$ cat config.mk
export PLATFORM = sky130hd
export DESIGN_NAME = lcd_frame_copier
export DESIGN_NICKNAME = d
export VERILOG_FILES = /design/src/rtl/lcd_frame_copier.sv
export SDC_FILE = /design/constraint.sdc
export NUM_CORES = 1
export LEC_CHECK = 0
export CAP_MARGIN = 40
export CORE_ASPECT_RATIO = 0.75
export CORE_MARGIN = 4
export CORE_UTILIZATION = 51
export CTS_BUF_LIST = sky130_fd_sc_hd__clkbuf_8
export DETAILED_ROUTE_END_ITERATION = 8
export PLACE_DENSITY = 0.76
export RECOVER_POWER = 100
export SYNTH_ARGS = -nofsm -noshare
export SYNTH_HDL_FRONTEND = slang
export SYNTH_SLANG_ARGS = --single-unit
$ cat constraint.sdc
create_clock -name clk -period 2.5 [get_ports clk]
set_clock_uncertainty 0.1 [all_clocks]
set_input_delay 0.375 -clock clk [delete_from_list [all_inputs] [get_ports clk]]
set_output_delay 0.375 -clock clk [all_outputs]
set_load 0.05 [all_outputs]
$ cat src/rtl/lcd_frame_copier.sv
// Bus master that copies a PAGES x COLS monochrome framebuffer from RAM into the
// LCD controller through its command (page/column) and data ports.
module lcd_frame_copier #(
   parameter logic [23:0] FB_BASE       = 24'h001000,
   parameter logic [23:0] LCD_CMD_ADDR  = 24'h0020FE,
   parameter logic [23:0] LCD_DATA_ADDR = 24'h0020FF,
   parameter int          COLS          = 96,
   parameter int          PAGES         = 8
) (
   input  logic        clk,
   input  logic        reset,
   input  logic        clk_ce,
   input  logic        start,
   input  logic        bus_ack,
   input  logic [7:0]  data_in,
   output logic        bus_request,
   output logic        busy,
   output logic        done,
   output logic [23:0] address_out,
   output logic [7:0]  data_out,
   output logic        bus_write,
   output logic        bus_read,
   output logic [3:0]  state_dbg
);

   typedef enum logic [3:0] {
      IDLE, REQ, CMD, CMD_GAP, RD, RD_WAIT, WR, WR_GAP, DONE
   } state_t;

   state_t     state;
   logic [3:0] page;
   logic [7:0] col;
   logic [1:0] cmd_idx;
   logic [7:0] byte_reg;

   assign state_dbg = state;

   function automatic logic [7:0] cmd_byte(input logic [1:0] idx, input logic [3:0] p);
      case (idx)
         2'd0:    cmd_byte = 8'hB0 | {4'h0, p};
         2'd1:    cmd_byte = 8'h00;
         default: cmd_byte = 8'h10;
      endcase
   endfunction

   function automatic logic [23:0] rd_addr(input logic [3:0] p, input logic [7:0] c);
      rd_addr = FB_BASE + 24'(p) * 24'(COLS) + 24'(c);
   endfunction

   // Bus handshake: a strobe only takes effect in a clk_ce cycle where bus_ack is
   // high. A strobe state advances only once its strobe was presented with the
   // grant; when bus_ack drops the strobe is withdrawn and re-presented on return.
   always_ff @(posedge clk) begin
      if (reset) begin
         state       <= IDLE;
         page        <= 4'd0;
         col         <= 8'd0;
         cmd_idx     <= 2'd0;
         byte_reg    <= 8'h00;
         bus_request <= 1'b0;
         busy        <= 1'b0;
         done        <= 1'b0;
         address_out <= 24'h0;
         data_out    <= 8'h00;
         bus_write   <= 1'b0;
         bus_read    <= 1'b0;
      end else if (clk_ce) begin
         done      <= 1'b0;
         bus_write <= 1'b0;
         bus_read  <= 1'b0;
         data_out  <= 8'h00;
         case (state)
            IDLE: if (start) begin
               state       <= REQ;
               busy        <= 1'b1;
               bus_request <= 1'b1;
               page        <= 4'd0;
               col         <= 8'd0;
               cmd_idx     <= 2'd0;
            end
            REQ: if (bus_ack) begin
               state       <= CMD;
               cmd_idx     <= 2'd0;
               bus_write   <= 1'b1;
               address_out <= LCD_CMD_ADDR;
               data_out    <= cmd_byte(2'd0, page);
            end
            CMD: if (bus_ack) begin
               if (bus_write) state <= CMD_GAP;
               else begin
                  bus_write <= 1'b1;
                  data_out  <= cmd_byte(cmd_idx, page);
               end
            end
            CMD_GAP: if (bus_ack) begin
               if (cmd_idx != 2'd2) begin
                  cmd_idx     <= cmd_idx + 2'd1;
                  state       <= CMD;
                  bus_write   <= 1'b1;
                  address_out <= LCD_CMD_ADDR;
                  data_out    <= cmd_byte(cmd_idx + 2'd1, page);
               end else begin
                  state       <= RD;
                  bus_read    <= 1'b1;
                  address_out <= rd_addr(page, col);
               end
            end
            RD: if (bus_ack) begin
               if (bus_read) state <= RD_WAIT;
               else          bus_read <= 1'b1;
            end
            RD_WAIT: if (bus_ack) begin
               byte_reg    <= data_in;
               state       <= WR;
               bus_write   <= 1'b1;
               address_out <= LCD_DATA_ADDR;
               data_out    <= data_in;
            end
            WR: if (bus_ack) begin
               if (bus_write) state <= WR_GAP;
               else begin
                  bus_write <= 1'b1;
                  data_out  <= byte_reg;
               end
            end
            WR_GAP: if (bus_ack) begin
               if (col < 8'(COLS - 1)) begin
                  col         <= col + 8'd1;
                  state       <= RD;
                  bus_read    <= 1'b1;
                  address_out <= rd_addr(page, col + 8'd1);
               end else begin
                  col <= 8'd0;
                  if (page < 4'(PAGES - 1)) begin
                     page        <= page + 4'd1;
                     cmd_idx     <= 2'd0;
                     state       <= CMD;
                     bus_write   <= 1'b1;
                     address_out <= LCD_CMD_ADDR;
                     data_out    <= cmd_byte(2'd0, page + 4'd1);
                  end else begin
                     state <= DONE;
                     done  <= 1'b1;
                  end
               end
            end
            // DONE never touches the bus, so it completes without waiting for the grant.
            DONE: begin
               state       <= IDLE;
               busy        <= 1'b0;
               bus_request <= 1'b0;
            end
            default: state <= IDLE;
         endcase
      end
   end

endmodule

== Yosys cells after proc, flatten, opt, wreduce, memory -nomap -nowiden ==
Index checks and enable logic that the tools add are counted.

* Bits in registers: 62
* Word-level logic and storage cells: 138
* Input port bits: 13
* Output and inout port bits: 41

* Muxes and demuxes: 76
* Reduce and logical (&&, ||, !) cells: 16
* Magnitude comparators: 2
* Multipliers: 1
* Equality and inequality tests: 26
* $add $sub $neg: 6

{| class="wikitable"
|+ Operator list
! operator !! count
|-
| 24-bit two-way mux || 7
|-
| 8-bit two-way mux || 14
|-
| 24-bit case mux with 4 select lines || 1
|-
| 4-bit two-way mux || 17
|-
| 8-bit case mux with 2 select lines || 3
|-
| 8-bit case mux with 6 select lines || 1
|-
| 4-bit case mux with 8 select lines || 1
|-
| 2-bit inequality test, second input constant || 15
|-
| 24-bit by 8-bit adder with 24-bit output || 1
|-
| 1-bit two-way mux || 19
|-
| 4-bit by 3-bit == test with 1-bit output, second input constant || 4
|-
| 14-bit by 8-bit adder with 15-bit output || 1
|-
| 13-bit by 11-bit adder with 14-bit output, first input constant || 1
|-
| 2-bit two-way mux || 7
|-
| 12-bit AND reduction || 1
|-
| 9-bit AND reduction || 1
|-
| 8-bit by 1-bit adder with 8-bit output, second input constant || 1
|-
| 4-bit by 2-bit == test with 1-bit output, second input constant || 2
|-
| 8-bit by 7-bit less-than comparator with 1-bit output, second input constant || 1
|-
| 2-bit case mux with 4 select lines || 1
|-
| 4-bit case mux with 2 select lines || 1
|-
| 4-bit nonzero test || 2
|-
| 7-bit AND reduction || 1
|-
| 4-bit by 2-bit multiplier with 6-bit output, second input constant || 1
|-
| other kinds (18) || 23
|}

== Longest topological paths before layout ==
Gate-level depths: netlist of run 1.

* Depth after elaboration: 6
* Mapped depth: 11
* Gate-level depth less buffers: 11

== Worst setup path after synthesis of run 1 ==
No wires, ideal clock.

* Path kind: register -> register
* Start point: register col[0]
* End point: register address_out[9]
* Data required time: 2,266 ps
* Data arrival time: 2,467 ps
* Path buffers: 0
* Setup time: 134 ps
* Cell stages (with the launch flop): 12
* Setup slack: -202 ps
* Clock period less this slack: 2,702 ps
* Cell sequence: dfxtp_1 ha_1 and3_1 nand3_1 xnor2_1 inv_1 fa_1 nor2b_1 o21ai_0 xnor3_1 a22oi_1 a211oi_1

* Word-level cells in the longest chain between the ends: 5
* Elaborated cells on any way between the ends: 11
* Classes of those cells: add/sub: 3; order compare: 1; eq/ne: 1; mux: 5; reduce/logical: 1

{| class="wikitable"
|+ RTL lines
! item !! line !! text
|-
| start: declaration || 32 || <nowiki>logic [7:0] col;</nowiki>
|-
| start signal: assignment || 128 || <nowiki>col <= col + 8'd1;</nowiki>
|-
| 8-bit by 1-bit adder with 8-bit output || 131 || <nowiki>address_out <= rd_addr(page, col + 8'd1);</nowiki>
|-
| 14-bit by 8-bit adder with 15-bit output || 47 || <nowiki>rd_addr = FB_BASE + 24'(p) * 24'(COLS) + 24'(c);</nowiki>
|-
| 24-bit two-way mux || 127 || <nowiki>if (col < 8'(COLS - 1)) begin</nowiki>
|-
| 24-bit two-way mux || 126 || <nowiki>WR_GAP: if (bus_ack) begin</nowiki>
|-
| 24-bit case mux with 4 select lines || 72 || <nowiki>case (state)</nowiki>
|-
| end signal: assignment || 105 || <nowiki>address_out <= rd_addr(page, col);</nowiki>
|-
| end signal: assignment || 131 ||
|-
| end: declaration || 19 || <nowiki>output logic [23:0] address_out,</nowiki>
|}

Several ways; a longest one is shown, not always the timed one. The select of a mux whose other input is x is not followed.
A chain may end at the register's enable or synchronous reset.

== Worst setup path after layout of run 1 ==
* Start point: register page[0]
* End point: register address_out[9]

* Word-level cells in the longest chain between the ends: 6
* Elaborated cells on any way between the ends: 12
* Classes of those cells: add/sub: 3; mul: 1; order compare: 1; eq/ne: 1; mux: 5; reduce/logical: 1

{| class="wikitable"
|+ RTL lines
! item !! line !! text
|-
| start: declaration || 31 || <nowiki>logic [3:0] page;</nowiki>
|-
| start signal: assignment || 135 || <nowiki>page <= page + 4'd1;</nowiki>
|-
| 4-bit by 2-bit multiplier with 6-bit output || 47 ||
|-
| 13-bit by 11-bit adder with 14-bit output || 47 ||
|-
| 24-bit by 8-bit adder with 24-bit output / 14-bit by 8-bit adder with 15-bit output (equally long branches) || 47 ||
|-
| 24-bit two-way mux, on equally long branches || 96, 127 ||
|-
| 24-bit two-way mux, on equally long branches || 95, 126 ||
|-
| 24-bit case mux with 4 select lines || 72 ||
|}

Several ways; a longest one is shown, not always the timed one. The select of a mux whose other input is x is not followed.

==> flow_summary.yaml, run 1 <==
layout:
  fillers: 526
  drive_gt1_frac: 0.201
  top_register: "address_out"
  nets: 511
  antenna_cells: 0
  finalInstanceArea_um2: 4310
  area_delta_synth_final_pct: 25.5
  largest_register_ffs: 14
global_routing:
  grt_max_degree: 33
  track_usage: 0.246
  first_global_vias: 3225
  grt_overflow: 0
  antenna_found_initial: 0
  grt_pass1_wl_um: 15900
timing:
  slew_violations: 0
  tightest_slew_ns: 0.549
  relSlewSlack: 0.633
  final-setup-viol-count: 0
  post-route-period-util: 0.976
  finalCriticalPeriod_ns: 2.44
  max_freq_ghz: 0.410
  hold_violations: 0
  worst_slack_ns: 0.0590
logic_synthesis:
  ys_async_sr_fraction: 0
  syn_area_um2: 3430
  yosysSeqAreaShare: 0.303
  synthCells: 413
  synth_edf_count: 0
  synth_warnings: 0
  synth.distinct_cells: 73
  synth_area_per_cell_um2: 8.31
  synthTopCellsByArea: "dfxtp_1 (30%), ha_1 (6.6%), a21oi_1 (5.1%), nand2_1 (4.8%), nand3_1 (3.4%)"
  synth_top_cell_area_share: 0.303
  synth_commonest_cells: "dfxtp_1 (52), nand2_1 (44), a21oi_1 (35)"
  yosys.area.top_type: "dfxtp_1"
  synth_most_common_cell: "dfxtp_1"
  ys_ff_latch: 52
  synth_ff_type: "dfxtp_1"
route:
  dr.pass1.iters: 8
  ant_nets: 0
  drt_wl_total_um: 9970
  drcViolationCount: 0
  wl_met1_um: 4400
  drt_iter0_markers: 311
  wl_met2_um: 4700
  highest_layer: "met4"
  wl_met3_um: 729
  wl_per_cell_um: 17.8
  num_vias: 3410
  via_per_inst: 6.10
pwr:
  p_switching_uw: 500
  internal_power_mw: 1.15
  sw_frac_of_total: 0.302
  clkPwrFrac: 0.313
  seqPwrFrac: 0.519
  comb_power_share: 0.168
  power.density_nw_per_um2: 384
  ir_drop_v: 0.000270
  cellLeakagePower_nw: 1.72
critical_path:
  critPathKind: "reg2reg"
  crit_required_ns: 2.62
  arrival_ns: 2.56
  r2r_cells: 8
  end_kind: "flip-flop"
  critPathLaunchType: "flip-flop"
  path_max_fanout: 4
placement:
  io_buffers: 43
  placed_area_um2: 4080
  place_ws_ns: -0.0386
  place_hpwl_um: 7140
  routabilityCongestion: 0.949
die:
  start_util: 0.535
  rows: 25
  die_area_um2: 8120
  io_pins: 54
  die_w_um: 103
  coreArea_um2: 6410
  die_y_um: 79.1
cts:
  cts_root_buffer: "clkbuf_8"
  clockBufferDepth: 2
  insertion_delay_ns: 0.32
  htree_levels: 2
  cts.sinks: 52
  cts_made_buffers: 5
  clkSlewWorstSetupHoldPaths_ns: 0.10
  cts_tree: "done"
  holdBufCountCts: 0
worst_hold_path:
  whs_path_depth: 2
  min_path_type: "reg2reg"
run_status:
  status: "complete, no violations"
flow_run:
  cap_viol_max_count: 0
metrics by stage:
stage	total power, mW	util	hold WS [ns]	cells	TNS [ns]
final	1.65	0.672	0.360	559	0
after global placement	1.15	0.636	0.342	548	0
after detailed placement	1.16	0.636	0.347	548	-0.0386
after CTS	1.66	0.651	0.360	556	0
after global routing	1.72	0.672	0.383	559	-0.0533
after floorplan	1.09	-	0.336	422	0
cells by family after synthesis:
logic type      Yosys count  share of synthesized area
xor+xnor                 13                     0.0412
fa+ha+maj                21                     0.0831
mux                       7                     0.0211
other cells               1                    0.00109
buf+inv                  51                     0.0831
flops                    52                      0.303
compound gates          118                      0.239
simple gates            150                      0.228
routing by layer:
| metal | vias up | GRT usage |
|---|---|---|
| met4 | 0 | 0.0828 |
| met1 | 1634 | 0.358 |
| li1 | 1615 | - |
| met3 | 17 | 0.0360 |
| met2 | 144 | 0.371 |
| met5 | - | 0 |
power groups by stage:
| stage | clock (mW) | combinational, mW | sequential (mW) |
|---|---|---|---|
| final | 0.517 | 0.278 | 0.858 |
| after global routing | 0.562 | 0.296 | 0.862 |
| after CTS | 0.524 | 0.280 | 0.859 |
| after detailed placement | 0 | 0.278 | 0.879 |
| after global placement | 0 | 0.275 | 0.877 |
| after floorplan | 0 | 0.178 | 0.914 |
layout by cell type, fill, tap and decap left out, drive strengths merged, types with 7 or more instances in the layout:
| master | instances |
|---|---|
| nor2 | 29 |
| clkdlybuf4s50 | 14 |
| a21oi | 36 |
| nor3 | 7 |
| dlygate4sd3 | 27 |
| conb | 10 |
| a211oi | 12 |
| inv | 15 |
| nand3b | 7 |
| ha | 18 |
| o21ai | 22 |
| clkbuf | 9 |
| dfxtp | 52 |
| xnor2 | 9 |
| nand2 | 44 |
| nand3 | 23 |
| buf | 40 |
area by class of cell:
type / instances / area, um2 / area share
clock buffers: 6 / 82.6 / 0.0192
clock inverters: 2 / 10.0 / 0.00232
inverters: 15 / 61.3 / 0.0142
multi-input cells: 319 / 2280 / 0.529
flip-flops and latches: 52 / 1050 / 0.244
well taps: 81 / 101 / 0.0235
repair buffers: 84 / 723 / 0.168
worst max-delay path, cell delays in order (launching register included):
cell      delay [ns]
dfxtp_1         0.33
ha_2            0.21
fa_2            0.63
ha_4            0.23
a21o_1          0.18
nand2_1         0.11
xnor3_1         0.32
a22oi_2         0.15
a211oi_2        0.09
final timing paths:
kind | start | endpoint | slack (ns)
worst max-delay path | page[0]$_SDFFE_PP0P_ | address_out[9]$_SDFFE_PP0P_ | 0.06
worst min-delay path | byte_reg[0]$_SDFFE_PP0P_ | byte_reg[0]$_SDFFE_PP0P_ | 0.36
worst max register to register | page[0]$_SDFFE_PP0P_ | address_out[9]$_SDFFE_PP0P_ | 0.06
worst min register to register | byte_reg[0]$_SDFFE_PP0P_ | byte_reg[0]$_SDFFE_PP0P_ | 0.36
repair_timing:
item                                   in CTS  in global routing
endpoints found under the hold margin       0                  0
setup endpoints to repair                   2                  5
resized for setup                           2                 29
pin swaps                                   2                  9
buffers inserted                            0                  3
No activity file was read; power rests on OpenSTA's default activity.
==> run 2: changes to the inputs <==
SETUP_SLACK_MARGIN = 0.3   (was not set)
==> run 2 against run 1 <==
Compared with the run above:
- fmax rose by 1.1%
- register-to-register slack improved by 0.03 ns
- wire length barely moved
- combinational power rose by 6%
- worst hold slack improved by 0.012 ns
- critical path depth rose by 3
- clock power fell by 6.8%
- critical endpoint unchanged
- largest power group unchanged
==> flow_summary.yaml, run 2 (synthesis gave the netlist of run 1 again) <==
critical_path:
  end_kind: "flip-flop"
  reg2reg_from: "col[0]$_SDFFE_PP0P_"
  reg2reg_to: "address_out[9]$_SDFFE_PP0P_"
  setup.worst_path.end: "address_out[9]$_SDFFE_PP0P_"
  critPathLaunchType: "flip-flop"
  critPathKind: "reg2reg"
  r2r_cells: 11
  cp-startpoint: "col[0]$_SDFFE_PP0P_"
  path_cells: "ha_4, and3_4, nand3_4, xnor2_2, inv_1, fa_2, nor2b_4, o21ai_2, xnor3_1, a22oi_2, a211oi_2"
  path_depth: 11
  crit_required_ns: 2.58
  slowest_delay_ns: 0.39
  path_delay_family: "adder cells"
  regToRegSetupSlack_ns: 0.08
  critPathSlowestCell: "fa_2"
  arrival_ns: 2.50
  cp_num_buf_inv: 1
  path_max_fanout: 5
layout:
  fillers: 527
  largest_register_ffs: 14
  antenna_cells: 0
  post-route-util: 0.689
  drive_gt1_frac: 0.235
  top_register: "address_out"
  final_common_cell: "buf_4"
  area_delta_synth_final_pct: 28.7
  final_cells: 561
  nets: 513
  final_cell_mix: "buf_4 (44), dfxtp_1 (41), nand2_1 (40)"
cts:
  htree_levels: 2
  holdBufCountCts: 0
  insertion_delay_ns: 0.31
  cts_made_buffers: 5
  clkSlewWorstSetupHoldPaths_ns: 0.10
  clockBufferDepth: 2
  cts.sinks: 52
  cts_tree: "done"
  cts_root_buffer: "clkbuf_8"
die:
  rows: 25
  start_util: 0.535
  io_pins: 54
  coreArea_um2: 6410
  die_w_um: 103
  die_area_um2: 8120
  die_y_um: 79.1
global_routing:
  first_global_vias: 3330
  grt_pass1_wl_um: 16300
  track_usage: 0.252
  grt_max_degree: 36
  grt_overflow: 0
  antenna_found_initial: 0
route:
  ant_nets: 0
  drcViolationCount: 0
  wl_per_cell_um: 17.8
  drt_iter0_markers: 236
  drt_wl_total_um: 9970
  dr.pass1.iters: 6
  num_vias: 3428
  via_per_inst: 6.11
pwr:
  p_switching_uw: 498
  clkPwrFrac: 0.296
  sw_frac_of_total: 0.306
  cellLeakagePower_nw: 1.67
  power.density_nw_per_um2: 368
  internal_power_mw: 1.13
  ir_drop_v: 0.000231
  comb_power_share: 0.181
  seqPwrFrac: 0.522
timing:
  rsz0062_at_grt: "yes"
  post-route-period-util: 0.966
  tightest_slew_ns: 0.583
  slew_violations: 0
  final-setup-viol-count: 0
  max_freq_ghz: 0.414
  hold_violations: 0
  relSlewSlack: 0.605
  whs_ns: 0.372
  finalCriticalPeriod_ns: 2.42
placement:
  routabilityCongestion: 0.896
  io_buffers: 43
  dp_cells: 544
  place_hpwl_um: 7180
flow_run:
  cap_viol_max_count: 0
worst_hold_path:
  min_from: "data_out[4]$_SDFFE_PP0P_"
  min_path_type: "reg2reg"
  whs_path_depth: 2
run_status:
  status: "complete, no violations"
==> run 2: cell count changes in the layout (fill, tap and decap cells not counted), moves of 3 or more <==
cell / change
dfxtp_1: -6
dlygate4sd3_1: -27
nand2_1: -3
buf_4: +4
nand2_2: +3
clkdlybuf4s50_1: +25
dfxtp_4: +3
dfxtp_2: +3
==> run 2: through the flow <==
step | setup TNS [ns] | area, um2 | setup slack [ns] | power [mW]
5_1_grt | -0.0224 | 4420 | -0.0224 | 1.70
6_report | 0 | 4420 | 0.0846 | 1.63
4_1_cts | 0 | 4310 | 0.107 | 1.63
2_1_floorplan | 0 | 3550 | 0.208 | 1.09
3_3_place_gp | 0 | 4110 | 0.0924 | 1.15
3_5_place_dp | 0 | 4110 | 0.0529 | 1.16
==> run 2: how the worst min path moves through the flow <==
stage | endpoint | slack (ns)
after floorplan | byte_reg[0]$_SDFFE_PP0P_ | 0.34
after global placement | byte_reg[1]$_SDFFE_PP0P_ | 0.34
after detailed placement | data_out[1]$_SDFFE_PP0P_ | 0.35
after CTS | data_out[4]$_SDFFE_PP0P_ | 0.37
after global routing | byte_reg[2]$_SDFFE_PP0P_ | 0.39
final | data_out[4]$_SDFFE_PP0P_ | 0.37
==> run 2: cell type report <==
| type | count | area, um2 | share of cell area |
|---|---|---|---|
| clock buffer | 5 | 68.8 | 0.0156 |
| clock inverter | 3 | 16.3 | 0.00368 |
| inverter | 15 | 61.3 | 0.0139 |
| multi-input combinational | 319 | 2350 | 0.532 |
| sequential | 52 | 1060 | 0.241 |
| tap | 81 | 101 | 0.0229 |
| timing repair buffer | 86 | 753 | 0.170 |
==> run 2: worst reg2reg max path, delay by kind of cell, from the launching register on <==
kind	cells	cell delay, ns
buf+inv	1	0.08
simple gates	3	0.43
fa+ha+maj	2	0.55
xor+xnor	2	0.41
flops	1	0.38
compound gates	3	0.33
==> run 2: power groups by stage <==
| stage | clock network [mW] | logic, mW | registers, mW |
|---|---|---|---|
| floorplan | 0 | 0.178 | 0.912 |
| global placement | 0 | 0.283 | 0.871 |
| detailed placement | 0 | 0.286 | 0.872 |
| CTS | 0.493 | 0.287 | 0.850 |
| global route | 0.529 | 0.314 | 0.853 |
| finish | 0.482 | 0.295 | 0.850 |
==> run 2: layer usage <==
| metal | routed length, um | global-route usage |
|---|---|---|
| met1 | 4420 | 0.359 |
| met2 | 4650 | 0.395 |
| met3 | 765 | 0.0395 |
| met4 | 131 | 0.0673 |
| met5 | 0 | 0 |
==> run 2: timing repair <==
| action | in CTS | in global routing |
|---|---|---|
| setup buffers | 6 | 3 |
| endpoints found under the hold margin | 0 | 0 |
| gates cloned | 0 | 0 |
| gates resized for setup | 22 | 18 |
| endpoints found under the setup margin | 9 | 19 |
| pin swaps | 20 | 9 |
==> run 3: changes to the inputs <==
PLACE_DENSITY = 0.79   (was 0.76)
==> run 3 against run 2 <==
Compared with the run above:
- core utilization grew 0.80 points
- cell count up 0.18%
- design area grew 1.2%
- wire length up 2.2%
- highest routed layer unchanged
- sequential power hardly changed
- setup slack lost 0.012 ns
- largest power group unchanged
- critical endpoint unchanged
- global-route usage decreased by 0.45 points
- sequential share of layout area shrank 0.30 points
- register-to-register slack barely moved
- clock-buffer cell count unchanged
- worst hold slack got worse by 0.014 ns
- non-clock buffer count rose by 1
==> flow_summary.yaml, run 3 (synthesis gave the netlist of run 1 again) <==
timing:
  hold_violations: 0
  whs_ns: 0.358
  rsz0062_at_grt: "yes"
  post-route-period-util: 0.971
  slew_violations: 0
  max_freq_ghz: 0.412
  tightest_slew_ns: 0.587
  relSlewSlack: 0.608
  finalCriticalPeriod_ns: 2.43
  final-setup-viol-count: 0
route:
  dr.pass1.iters: 5
  num_vias: 3439
  drt_iter0_markers: 250
  ant_nets: 0
  wl_per_cell_um: 18.1
  drt_wl_total_um: 10200
  drcViolationCount: 0
  via_per_inst: 6.12
cts:
  cts.sinks: 52
  clockBufferDepth: 2
  clkSlewWorstSetupHoldPaths_ns: 0.09
  cts_tree: "done"
  insertion_delay_ns: 0.32
  cts_made_buffers: 5
  htree_levels: 2
  cts_root_buffer: "clkbuf_8"
run_status:
  status: "complete, no violations"
critical_path:
  cpMostUsedCell: "ha_4"
  cp-startpoint: "page[1]$_SDFFE_PP0P_"
  reg2reg_from: "page[1]$_SDFFE_PP0P_"
  critPathSlowestCell: "fa_2"
  critPathKind: "reg2reg"
  path_cells: "ha_4, fa_2, ha_4, nor2b_4, o21ai_2, xnor3_1, a22oi_1, a211oi_1"
  path_delay_family: "adder cells"
  critPathLaunchType: "flip-flop"
  slowest_delay_ns: 0.65
  regToRegSetupSlack_ns: 0.07
  end_kind: "flip-flop"
  reg2reg_to: "address_out[9]$_SDFFE_PP0P_"
  crit_required_ns: 2.60
  arrival_ns: 2.53
  r2r_cells: 8
  cp_num_buf_inv: 0
  path_max_fanout: 4
die:
  rows: 25
  die_y_um: 79.1
  die_area_um2: 8120
  coreArea_um2: 6410
  start_util: 0.535
  die_w_um: 103
  io_pins: 54
layout:
  largest_register_ffs: 14
  finalInstanceArea_um2: 4470
  area_delta_synth_final_pct: 30.2
  top_register: "address_out"
  antenna_cells: 0
  final_cell_mix: "dfxtp_1 (42), buf_4 (42), nand2_1 (41)"
  nets: 514
  drive_gt1_frac: 0.241
worst_hold_path:
  hold_end: "data_out[4]$_SDFFE_PP0P_"
  min_from: "data_out[4]$_SDFFE_PP0P_"
  min_path_type: "reg2reg"
  whs_path_depth: 2
pwr:
  internal_power_mw: 1.23
  p_switching_uw: 502
  seqPwrFrac: 0.494
  comb_power_share: 0.165
  sw_frac_of_total: 0.291
  clkPwrFrac: 0.342
  cellLeakagePower_nw: 1.74
  power.density_nw_per_um2: 387
  ir_drop_v: 0.000250
  totalPowerFinal_mw: 1.73
global_routing:
  track_usage: 0.247
  antenna_found_initial: 0
  grt_overflow: 0
  first_global_vias: 3165
  grt_max_degree: 24
  grt_pass1_wl_um: 16100
placement:
  placed_area_um2: 4070
  place_hpwl_um: 7040
  io_buffers: 43
  routabilityCongestion: 0.923
flow_run:
  cap_viol_max_count: 0
## run 3: cell count changes in the layout (fill, tap and decap cells not counted), moves of 2 or more
| cell | change |
|---|---|
| clkbuf_1 | +2 |
| dlygate4sd3_1 | +24 |
| clkdlybuf4s50_1 | -24 |
| buf_4 | -2 |
| ha_1 | -2 |
| inv_1 | -2 |
## run 3: worst register-to-register path, cell delays in order, from the launching register on
cell and delay (ns):
dfxtp_4 0.36, ha_4 0.16, fa_2 0.65, ha_4 0.25
nor2b_4 0.14, o21ai_2 0.16, xnor3_1 0.23, a22oi_1 0.18
a211oi_1 0.09
## run 3: layout make-up
cell class	count	area [um2]
Inverter	15	61.3
Fill cell	493	1940
Clock buffer	5	68.8
Clock inverter	3	42.5
Timing Repair Buffer	87	747
Multi-Input combinational cell	319	2380
Sequential cell	52	1060
Tap cell	81	101
## run 3: per-stage QoR
step / worst slack (ns) / utilization / std cells / TNS (ns)
2_1_floorplan: 0.208 / - / 422 / 0
3_3_place_gp: 0.0906 / 0.634 / 538 / 0
3_5_place_dp: 0.00733 / 0.634 / 538 / 0
4_1_cts: 0.134 / 0.676 / 556 / 0
5_1_grt: -0.0294 / 0.697 / 562 / -0.0467
6_report: 0.0724 / 0.697 / 562 / 0
## run 3: repair_timing
action,4_1_cts,5_1_grt
endpoints found under the setup margin,10,32
resized for setup,24,23
gates cloned,0,0
setup buffers,10,6
hold buffers,0,0
pin swaps,25,14
## run 3: layer usage
| layer | global-route usage | up-vias | share of wire |
|---|---|---|---|
| met4 | 0.0543 | 0 | 0.015 |
| met2 | 0.395 | 134 | 0.47 |
| met1 | 0.352 | 1659 | 0.44 |
| met5 | 0 | - | 0 |
| met3 | 0.0386 | 22 | 0.074 |
| li1 | - | 1624 | - |
## run 3: power groups by stage
stage | logic (mW) | registers [mW] | clock network, mW
5_1_grt | 0.301 | 0.856 | 0.631
4_1_cts | 0.279 | 0.853 | 0.596
3_3_place_gp | 0.276 | 0.874 | 0
3_5_place_dp | 0.280 | 0.875 | 0
2_1_floorplan | 0.178 | 0.912 | 0
6_report | 0.285 | 0.853 | 0.590
## run 3: worst max-delay path by stage
stage                                    to  cells after the start
2_1_floorplan   address_out[9]$_SDFFE_PP0P_                     11
3_3_place_gp    address_out[9]$_SDFFE_PP0P_                     10
3_5_place_dp    address_out[9]$_SDFFE_PP0P_                     10
4_1_cts         address_out[9]$_SDFFE_PP0P_                      8
5_1_grt        address_out[11]$_SDFFE_PP0P_                     12
6_report        address_out[9]$_SDFFE_PP0P_                      8
